--- src/rtl/nios_pio_pkg.sv ---
// Shared constants for the gen2 Nios PIO: register word addresses and edge-type selectors.
package nios_pio_pkg;

  localparam logic [2:0] ADDR_DATA     = 3'd0;
  localparam logic [2:0] ADDR_DIR      = 3'd1;
  localparam logic [2:0] ADDR_IRQMASK  = 3'd2;
  localparam logic [2:0] ADDR_EDGECAP  = 3'd3;
  localparam logic [2:0] ADDR_OUTSET   = 3'd4;
  localparam logic [2:0] ADDR_OUTCLEAR = 3'd5;

  localparam int EDGE_RISE = 0;
  localparam int EDGE_FALL = 1;
  localparam int EDGE_ANY  = 2;

endpackage

--- src/rtl/nios_pio_gen2_if.sv ---
// Avalon-MM slave bus bundle for the gen2 PIO: master drives address/strobes, slave returns readdata.
interface nios_pio_gen2_if;

  logic [2:0]  address;
  logic        chipselect;
  logic        write_n;
  logic [31:0] writedata;
  logic [31:0] readdata;

  modport master (
    output address,
    output chipselect,
    output write_n,
    output writedata,
    input  readdata
  );

  modport slave (
    input  address,
    input  chipselect,
    input  write_n,
    input  writedata,
    output readdata
  );

endinterface

--- src/rtl/nios_pio_sync.sv ---
// Input synchroniser chain plus one-cycle delayed copy; edge_pulse flags edges of the selected type.
module nios_pio_sync
  import nios_pio_pkg::*;
#(
  parameter int WIDTH       = 8,
  parameter int SYNC_STAGES = 2,
  parameter int EDGE_TYPE   = EDGE_RISE
) (
  input  logic             clk,
  input  logic             reset_n,
  input  logic [WIDTH-1:0] in_port,
  output logic [WIDTH-1:0] in_sync,
  output logic [WIDTH-1:0] edge_pulse
);

  logic [WIDTH-1:0] r_syncChain [SYNC_STAGES];
  logic [WIDTH-1:0] r_delayed;
  logic [WIDTH-1:0] w_edge;

  // Chain and delay both clear to 0, so the first cycle after reset sees no edge.
  always_ff @(posedge clk or negedge reset_n) begin
    if (!reset_n) begin
      for (int i = 0; i < SYNC_STAGES; i++) begin
        r_syncChain[i] <= '0;
      end
      r_delayed <= '0;
    end else begin
      r_syncChain[0] <= in_port;
      for (int i = 1; i < SYNC_STAGES; i++) begin
        r_syncChain[i] <= r_syncChain[i-1];
      end
      r_delayed <= r_syncChain[SYNC_STAGES-1];
    end
  end

  assign in_sync = r_syncChain[SYNC_STAGES-1];

  always_comb begin
    w_edge = in_sync ^ r_delayed;
    case (EDGE_TYPE)
      EDGE_RISE: w_edge = in_sync & ~r_delayed;
      EDGE_FALL: w_edge = ~in_sync & r_delayed;
      default:   w_edge = in_sync ^ r_delayed;
    endcase
  end

  assign edge_pulse = w_edge;

endmodule

--- src/rtl/nios_pio_gen2.sv ---
// Gen2 Nios PIO slave: data/dir/irqmask/edgecap registers, registered read mux and level irq.
// Define NIOS_PIO_BITSET_EN to add write-only OUTSET (addr 4) and OUTCLEAR (addr 5).
module nios_pio_gen2
  import nios_pio_pkg::*;
#(
  parameter int               WIDTH       = 8,
  parameter int               SYNC_STAGES = 2,
  parameter int               EDGE_TYPE   = EDGE_RISE,
  parameter logic [WIDTH-1:0] RESET_OUT   = '0
) (
  input  logic              clk,
  input  logic              reset_n,
  nios_pio_gen2_if.slave    bus,
  input  logic [WIDTH-1:0]  in_port,
  output logic [WIDTH-1:0]  out_port,
  output logic [WIDTH-1:0]  dir_port,
  output logic              irq
);

  logic [WIDTH-1:0] r_dataOut;
  logic [WIDTH-1:0] r_dir;
  logic [WIDTH-1:0] r_irqMask;
  logic [WIDTH-1:0] r_edgeCap;
  logic [31:0]      r_readData;
  logic             r_irq;

  logic             w_write;
  logic [WIDTH-1:0] w_wd;
  logic [WIDTH-1:0] w_inSync;
  logic [WIDTH-1:0] w_edgePulse;
  logic [WIDTH-1:0] w_clear;
  logic [31:0]      w_readMux;
  logic             w_unusedWd;

  nios_pio_sync #(
    .WIDTH       (WIDTH),
    .SYNC_STAGES (SYNC_STAGES),
    .EDGE_TYPE   (EDGE_TYPE)
  ) u_sync (
    .clk        (clk),
    .reset_n    (reset_n),
    .in_port    (in_port),
    .in_sync    (w_inSync),
    .edge_pulse (w_edgePulse)
  );

  assign w_write    = bus.chipselect & ~bus.write_n;
  assign w_wd       = bus.writedata[WIDTH-1:0];
  assign w_unusedWd = ^bus.writedata;

  always_ff @(posedge clk or negedge reset_n) begin
    if (!reset_n) begin
      r_dataOut <= RESET_OUT;
      r_dir     <= '0;
      r_irqMask <= '0;
    end else if (w_write) begin
      case (bus.address)
        ADDR_DATA:     r_dataOut <= w_wd;
        ADDR_DIR:      r_dir     <= w_wd;
        ADDR_IRQMASK:  r_irqMask <= w_wd;
`ifdef NIOS_PIO_BITSET_EN
        ADDR_OUTSET:   r_dataOut <= r_dataOut | w_wd;
        ADDR_OUTCLEAR: r_dataOut <= r_dataOut & ~w_wd;
`endif
        default: ;
      endcase
    end
  end

  // Clear-then-set ordering makes a coincident new edge win over the W1C write.
  assign w_clear = (w_write && (bus.address == ADDR_EDGECAP)) ? w_wd : '0;

  always_ff @(posedge clk or negedge reset_n) begin
    if (!reset_n) begin
      r_edgeCap <= '0;
    end else begin
      r_edgeCap <= (r_edgeCap & ~w_clear) | (w_edgePulse & ~r_dir);
    end
  end

  always_comb begin
    w_readMux = '0;
    case (bus.address)
      ADDR_DATA:    w_readMux = 32'((r_dir & r_dataOut) | (~r_dir & w_inSync));
      ADDR_DIR:     w_readMux = 32'(r_dir);
      ADDR_IRQMASK: w_readMux = 32'(r_irqMask);
      ADDR_EDGECAP: w_readMux = 32'(r_edgeCap);
      default:      w_readMux = '0;
    endcase
  end

  always_ff @(posedge clk or negedge reset_n) begin
    if (!reset_n) begin
      r_readData <= '0;
      r_irq      <= 1'b0;
    end else begin
      r_readData <= w_readMux;
      r_irq      <= |(r_edgeCap & r_irqMask);
    end
  end

  assign bus.readdata = r_readData;
  assign out_port     = r_dataOut;
  assign dir_port     = r_dir;
  assign irq          = r_irq;

endmodule

--- src/flat_wrapper.sv ---
// flat-port wrapper written by rule: the top's interface ports become plain ports
module nios_pio_gen2_flat import nios_pio_pkg::*;
#(
  parameter int               WIDTH       = 8,
  parameter int               SYNC_STAGES = 2,
  parameter int               EDGE_TYPE   = EDGE_RISE,
  parameter logic [WIDTH-1:0] RESET_OUT   = '0
)
  (clk, reset_n, in_port, out_port, dir_port, irq, bus_address, bus_chipselect, bus_write_n, bus_writedata, bus_readdata);
  nios_pio_gen2_if bus_i ();
  input  logic clk;
  input  logic reset_n;
  input  logic [WIDTH-1:0] in_port;
  output logic [WIDTH-1:0] out_port;
  output logic [WIDTH-1:0] dir_port;
  output logic irq;
  input wire logic [$bits(bus_i.address)-1:0] bus_address;
  input wire logic [$bits(bus_i.chipselect)-1:0] bus_chipselect;
  input wire logic [$bits(bus_i.write_n)-1:0] bus_write_n;
  input wire logic [$bits(bus_i.writedata)-1:0] bus_writedata;
  output wire logic [$bits(bus_i.readdata)-1:0] bus_readdata;
  assign bus_i.address = bus_address;
  assign bus_i.chipselect = bus_chipselect;
  assign bus_i.write_n = bus_write_n;
  assign bus_i.writedata = bus_writedata;
  assign bus_readdata = bus_i.readdata;
  nios_pio_gen2 #(.WIDTH(WIDTH), .SYNC_STAGES(SYNC_STAGES), .EDGE_TYPE(EDGE_TYPE), .RESET_OUT(RESET_OUT)) u_core (.clk(clk), .reset_n(reset_n), .bus(bus_i), .in_port(in_port), .out_port(out_port), .dir_port(dir_port), .irq(irq));
endmodule
--- config.mk ---
export PLATFORM = sky130hd
export DESIGN_NAME = nios_pio_gen2_flat
export DESIGN_NICKNAME = d
export VERILOG_FILES = /design/src/rtl/nios_pio_pkg.sv /design/src/rtl/nios_pio_gen2_if.sv /design/src/rtl/nios_pio_sync.sv /design/src/rtl/nios_pio_gen2.sv /design/src/flat_wrapper.sv
export SDC_FILE = /design/constraint.sdc
export NUM_CORES = 1
export LEC_CHECK = 0
export ABC_CLOCK_PERIOD_IN_PS = 1900
export CORE_MARGIN = 4
export CORE_UTILIZATION = 48
export DETAILED_ROUTE_END_ITERATION = 10
export PLACE_DENSITY = 0.87
export SETUP_SLACK_MARGIN = 0.05
export SYNTH_ARGS = -nofsm -noshare
export SYNTH_HDL_FRONTEND = slang
export SYNTH_SLANG_ARGS = --single-unit
--- constraint.sdc ---
create_clock -name clk -period 1.9 [get_ports clk]
set_clock_uncertainty 0.15 [all_clocks]
set_input_delay 0.38 -clock clk [delete_from_list [all_inputs] [get_ports clk]]
set_output_delay 0.38 -clock clk [all_outputs]
set_load 0.01 [all_outputs]
; Word level (Yosys, flattened, before mapping)
; Index checks and enable logic that the tools add are counted.
[totals]
regBits = 89
latchBits = 0
ram_bits = 0
mem_bits_ro = 0
out_inout_bits = 49
memories = 0
[op_classes]
n_addsub = 0
n_mul = 0
div = 0
magnitude_cmp = 0
n_eq_ne = 3
shifts = 0
mux = 2
bitwise_logic = 14
n_reduce_logical = 6
[op_table]
columns = cell, n
row1 = $pmux 32 s4, 1
row2 = $and 8x8->8, 5
row3 = $and 32x8->32, 1
row4 = $not 8->32, 1
row5 = $or 32x32->32, 1
row6 = $not 8->8, 3
row7 = $mux 8, 1
row8 = $or 8x8->8, 1
row9 = $reduce_or 8->1, 1
row10 = $eq 3x2->1 const B, 2
row11 = $reduce_and 2->1, 3
row12 = $eq 3x1->1 const B, 1
row13 = $logic_not 3->1, 1
row14 = $and 1x1->1, 1
row15 = $logic_and 1x1->1, 1
row16 = $not 1->1, 1

; Logic depth before layout (Yosys ltp)
[logic_depth]
depth_word = 7
depth_mapped = 5

; Hierarchy
; Synthesis repeated with hierarchy kept, for this count alone.
[hier_totals]
cells_unflattened = 221
hier_area_um2 = 2861.5
[modules_own_cells]
columns = mod, instances, cells_per_inst, area_per_inst_um2, seq_area_each_um2
row1 = nios_pio_gen2, 1, 181, 2090.8, 1026.0
row2 = nios_pio_sync, 1, 40, 770.7, 600.6

; Worst setup path before layout
; OpenSTA, ideal clock, no wires.
[synth_path]
path_kind = input to register
from = in bus_address[0]
to = reg u_core.r_dir[0] (netlist: u_core.dir_port[0])
setup_ns = 0.125
t_arrival_ns = 1.404
setup_slack_ns = 0.221
cell_stages = 5
path_cell_list = buf_4 -> nand4bb_1 -> buf_2 -> nor2_2 -> mux2_2
[synth_between]
elab_chain_len = 2
[synth_rtl]
columns = element, line_no
row1 = from (decl), flat_wrapper.sv:17  ; input wire logic [$bits(bus_i.address)-1:0] bus_address;
row2 = $eq 3x1->1, nios_pio_gen2.sv:57  ; case (bus.address)
row3 = $reduce_and 2->1 (no source line), --
row4 = to (signal assigned), nios_pio_gen2.sv:59  ; ADDR_DIR: r_dir <= w_wd;
row5 = to (decl), nios_pio_gen2.sv:21  ; logic [WIDTH-1:0] r_dir;
; No other way between the ends.
; A chain may end at the register's enable or synchronous reset.

; Final worst setup path
[layout_path]
from = in bus_address[1]
to = reg u_core.r_dataOut[7] (netlist: u_core.out_port[7])
[layout_between]
elab_chain_len = 2
[layout_rtl]
columns = element, line_no
row1 = $logic_not 3->1, nios_pio_gen2.sv:57
row2 = $reduce_and 2->1 (no source line), --
row3 = to (signal assigned), nios_pio_gen2.sv:58  ; ADDR_DATA: r_dataOut <= w_wd;
row4 = to (decl), nios_pio_gen2.sv:20  ; logic [WIDTH-1:0] r_dataOut;
; No other way between the ends.

==> impl_metrics.env <==
export IMPL_critPathCaptureType="flip-flop"
export IMPL_grt_max_degree=52
export IMPL_setup_violations_final=0
export IMPL_cts_reportedPaths_clkPinSlew_ns=0.06
export IMPL_finalHoldViolations=0
export IMPL_grt_pass1_wl_mm=8.473
export IMPL_synth_most_common_cell="dfrtp_1"
export IMPL_cts_setup_buffers=0
export IMPL_holdWs_ns=0.1971
export IMPL_fillCellCount=414
export IMPL_syn_cell_area_mm2=0.002649
export IMPL_drt_pass1_iter_count=4
export IMPL_yosysTopAreaCellShare=0.6141
export IMPL_run_status="finished clean"
export IMPL_instances_no_fill=348
export IMPL_track_usage=0.1742
export IMPL_crit_path_max_fanout=6
export IMPL_worstSkewPairLatency_ns=0.34
export IMPL_cts_sinks=65
export IMPL_rsz0062_at_grt="no"
export IMPL_hold_path_end="u_core.u_sync.in_sync[3]"
export IMPL_die_y_um=82.29
export IMPL_antenna_found_initial=0
export IMPL_start_util=0.5057
export IMPL_yosys_area_top_type="dfrtp_1"
export IMPL_period_needed_ns=1.813
export IMPL_postLayoutCellArea_mm2=0.003422
export IMPL_vias=1708
export IMPL_synth_seq_cells=65
export IMPL_syn2layout_area_growth_pct=29.19
export IMPL_synthTopCellsByCount="dfrtp_1 (65), o21ai_0 (30), buf_4 (26)"
export IMPL_vdd_drop_max_mv=0.5558
export IMPL_power_density_mw_per_mm2=982.6
export IMPL_reg2regPathDepth=3
export IMPL_total_power_mw=3.363
export IMPL_diodes=0
export IMPL_grt_overflow_total=0
export IMPL_drt_iter0_drc=65
export IMPL_synth_async_reset_ratio=1.000
export IMPL_final_nets=320
export IMPL_cts_buffers=9
export IMPL_route_antenna_remaining_nets=0
export IMPL_layout_setup_ws_ns=0.08742
export IMPL_fp_dieW_um=82.29
export IMPL_multiInputGateArea_um2=879.6
export IMPL_hold_path_startpoint="u_core.u_sync.r_syncChain[11]"
export IMPL_ys_flop_type="dfrtp_1"
export IMPL_routedWlPerCell_um=15.08
export IMPL_seq_area_mm2=0.001627
export IMPL_critPathKind="input pin to flip-flop"
export IMPL_netlist_instances=204
export IMPL_place_area_mm2=0.003222
export IMPL_coreArea_mm2=0.005238
export IMPL_grt_pass1_vias=1797
export IMPL_final_util=0.6534
export IMPL_cap_violations=0
export IMPL_port_buffers=47
export IMPL_cts_tree="yes"
export IMPL_io_pins=96
export IMPL_dp_slack_ns=-0.3089
export IMPL_htree_levels=3
export IMPL_syn_area_per_cell_um2=12.98
export IMPL_hold_depth=0
export IMPL_crit_arrival_ns=1.88
export IMPL_fmax_mhz=551.7
export IMPL_r2r_slack_ns=0.70
export IMPL_rows=26
export IMPL_leakagePower_nw=1.569
export IMPL_holdCritPathClass="flip-flop to flip-flop"
export IMPL_place_congestion=0.8063
export IMPL_vias_per_cell=4.908
export IMPL_drc=0
export IMPL_r2r_end="u_core.bus.readdata[5]"
export IMPL_ctsRootBufferMaster="clkbuf_8"
export IMPL_ys_seq_area_frac=0.6141
export IMPL_final_max_slew_violation_count=0
export IMPL_routed_wl_mm=5.247
export IMPL_dr_wl_met3_um=392
export IMPL_die_area_mm2=0.006771
export IMPL_worst_setup_path_start_kind="input pin"
export IMPL_dp_cells=331
export IMPL_dpl_hpwl_mm=3.761
export IMPL_cp_required_ns=1.97
export IMPL_synth_area_top_cells="dfrtp_1 (61%), mux2_2 (10%), buf_4 (7.4%)"
export IMPL_setup_tns_ns=0
export IMPL_finalCritPeriodShare=0.9540
export IMPL_routed_top_layer="met4"
export IMPL_r2r_start="u_core.u_sync.in_sync[5]"
export IMPL_synth_edf_count=0
export IMPL_yosysWarnings=0
export IMPL_clockBufferDepth=2
export IMPL_wl_met2_mm=2.588
export IMPL_m1WireLength_mm=2.138
export IMPL_ys_types=22
export IMPL_layout_drive_gt1_share=0.2230
## flip-flops by register name, indices dropped and copies added, names as in the netlist
register,count
u_core.r_edgeCap,8
u_core.dir_port,8
u_core.bus.readdata,8
u_core.u_sync.r_delayed,8
u_core.u_sync.in_sync,8
u_core.irq,1
u_core.out_port,8
u_core.u_sync.r_syncChain,8
u_core.r_irqMask,8
## metal layers
| metal | up-vias | track usage |
|---|---|---|
| met5 | - | 0 |
| met4 | 0 | 0.08804 |
| met3 | 12 | 0.06616 |
| met2 | 52 | 0.2772 |
| met1 | 841 | 0.2056 |
| li1 | 803 | - |
## final cells by class
| type | count | area share |
|---|---|---|
| Inverter | 2 | 0.002194 |
| Clock inverter | 3 | 0.004388 |
| Tap cell | 70 | 0.02559 |
| Multi-Input combinational cell | 128 | 0.2570 |
| Timing Repair Buffer | 67 | 0.1890 |
| Clock buffer | 13 | 0.04644 |
| Sequential cell | 65 | 0.4753 |
## worst max path at each step
| stage | startpoint | to | depth (start not counted) | slack (ns) |
|---|---|---|---|---|
| finish | bus_address[1] | u_core.out_port[7] | 5 | 0.09 |
| global route | u_core.out_port[0] | out_port[0] | 1 | 0.05 |
| CTS | bus_address[1] | u_core.out_port[7] | 5 | 0.06 |
| detailed placement | bus_address[1] | u_core.out_port[3] | 5 | -0.31 |
| global placement | bus_address[1] | u_core.out_port[7] | 5 | -0.25 |
| floorplan | bus_address[0] | u_core.dir_port[0] | 5 | 0.22 |
## worst max-delay path, cell delays in order
cell	delay, ns
clkdlybuf4s50_1	0.49
buf_4	0.19
nor4_4	0.29
buf_6	0.19
mux2_2	0.34
## kinds of logic (layout without fill, tap and decap cells)
group           after synthesis  in the layout  share of synthesized area
compound gates               51             51                     0.1105
buf+inv                      34             85                    0.08644
flops                        65             65                     0.6141
mux                          32             32                     0.1323
other cells                   1             24                   0.001416
simple gates                 21             21                    0.05527
## placed cells by master, fill, tap and decap left out, types with 2 or more instances in the layout
master | netlist | final
o21a_1 | 7 | 7
mux2i_1 | 8 | 8
conb_1 | 1 | 24
nor4_4 | 2 | 2
a22oi_1 | 4 | 4
mux2_2 | 24 | 24
clkdlybuf4s50_1 | 0 | 38
dlygate4sd2_1 | 0 | 2
buf_4 | 26 | 17
dfrtp_1 | 65 | 65
clkbuf_1 | 3 | 2
a21oi_1 | 7 | 7
clkinv_2 | 0 | 3
nand2b_1 | 8 | 8
clkbuf_8 | 0 | 11
nand2_1 | 8 | 8
dlymetal6s2s_1 | 0 | 6
o21ai_0 | 30 | 30
## report_power, final
group	switching (mW)	internal, mW	total (mW)	leakage, nW
registers	0.123	1.56	1.69	0.759
logic	0.284	0.380	0.664	0.717
clock network	0.475	0.538	1.01	0.0932
total	0.882	2.48	3.36	1.57
## what timing repair did
action	CTS	global route
endpoints found under the hold margin	14	0
gates resized for setup	2	7
setup endpoints to repair	2	11
hold buffers	1	0
Power figures use the tool's default switching activity.
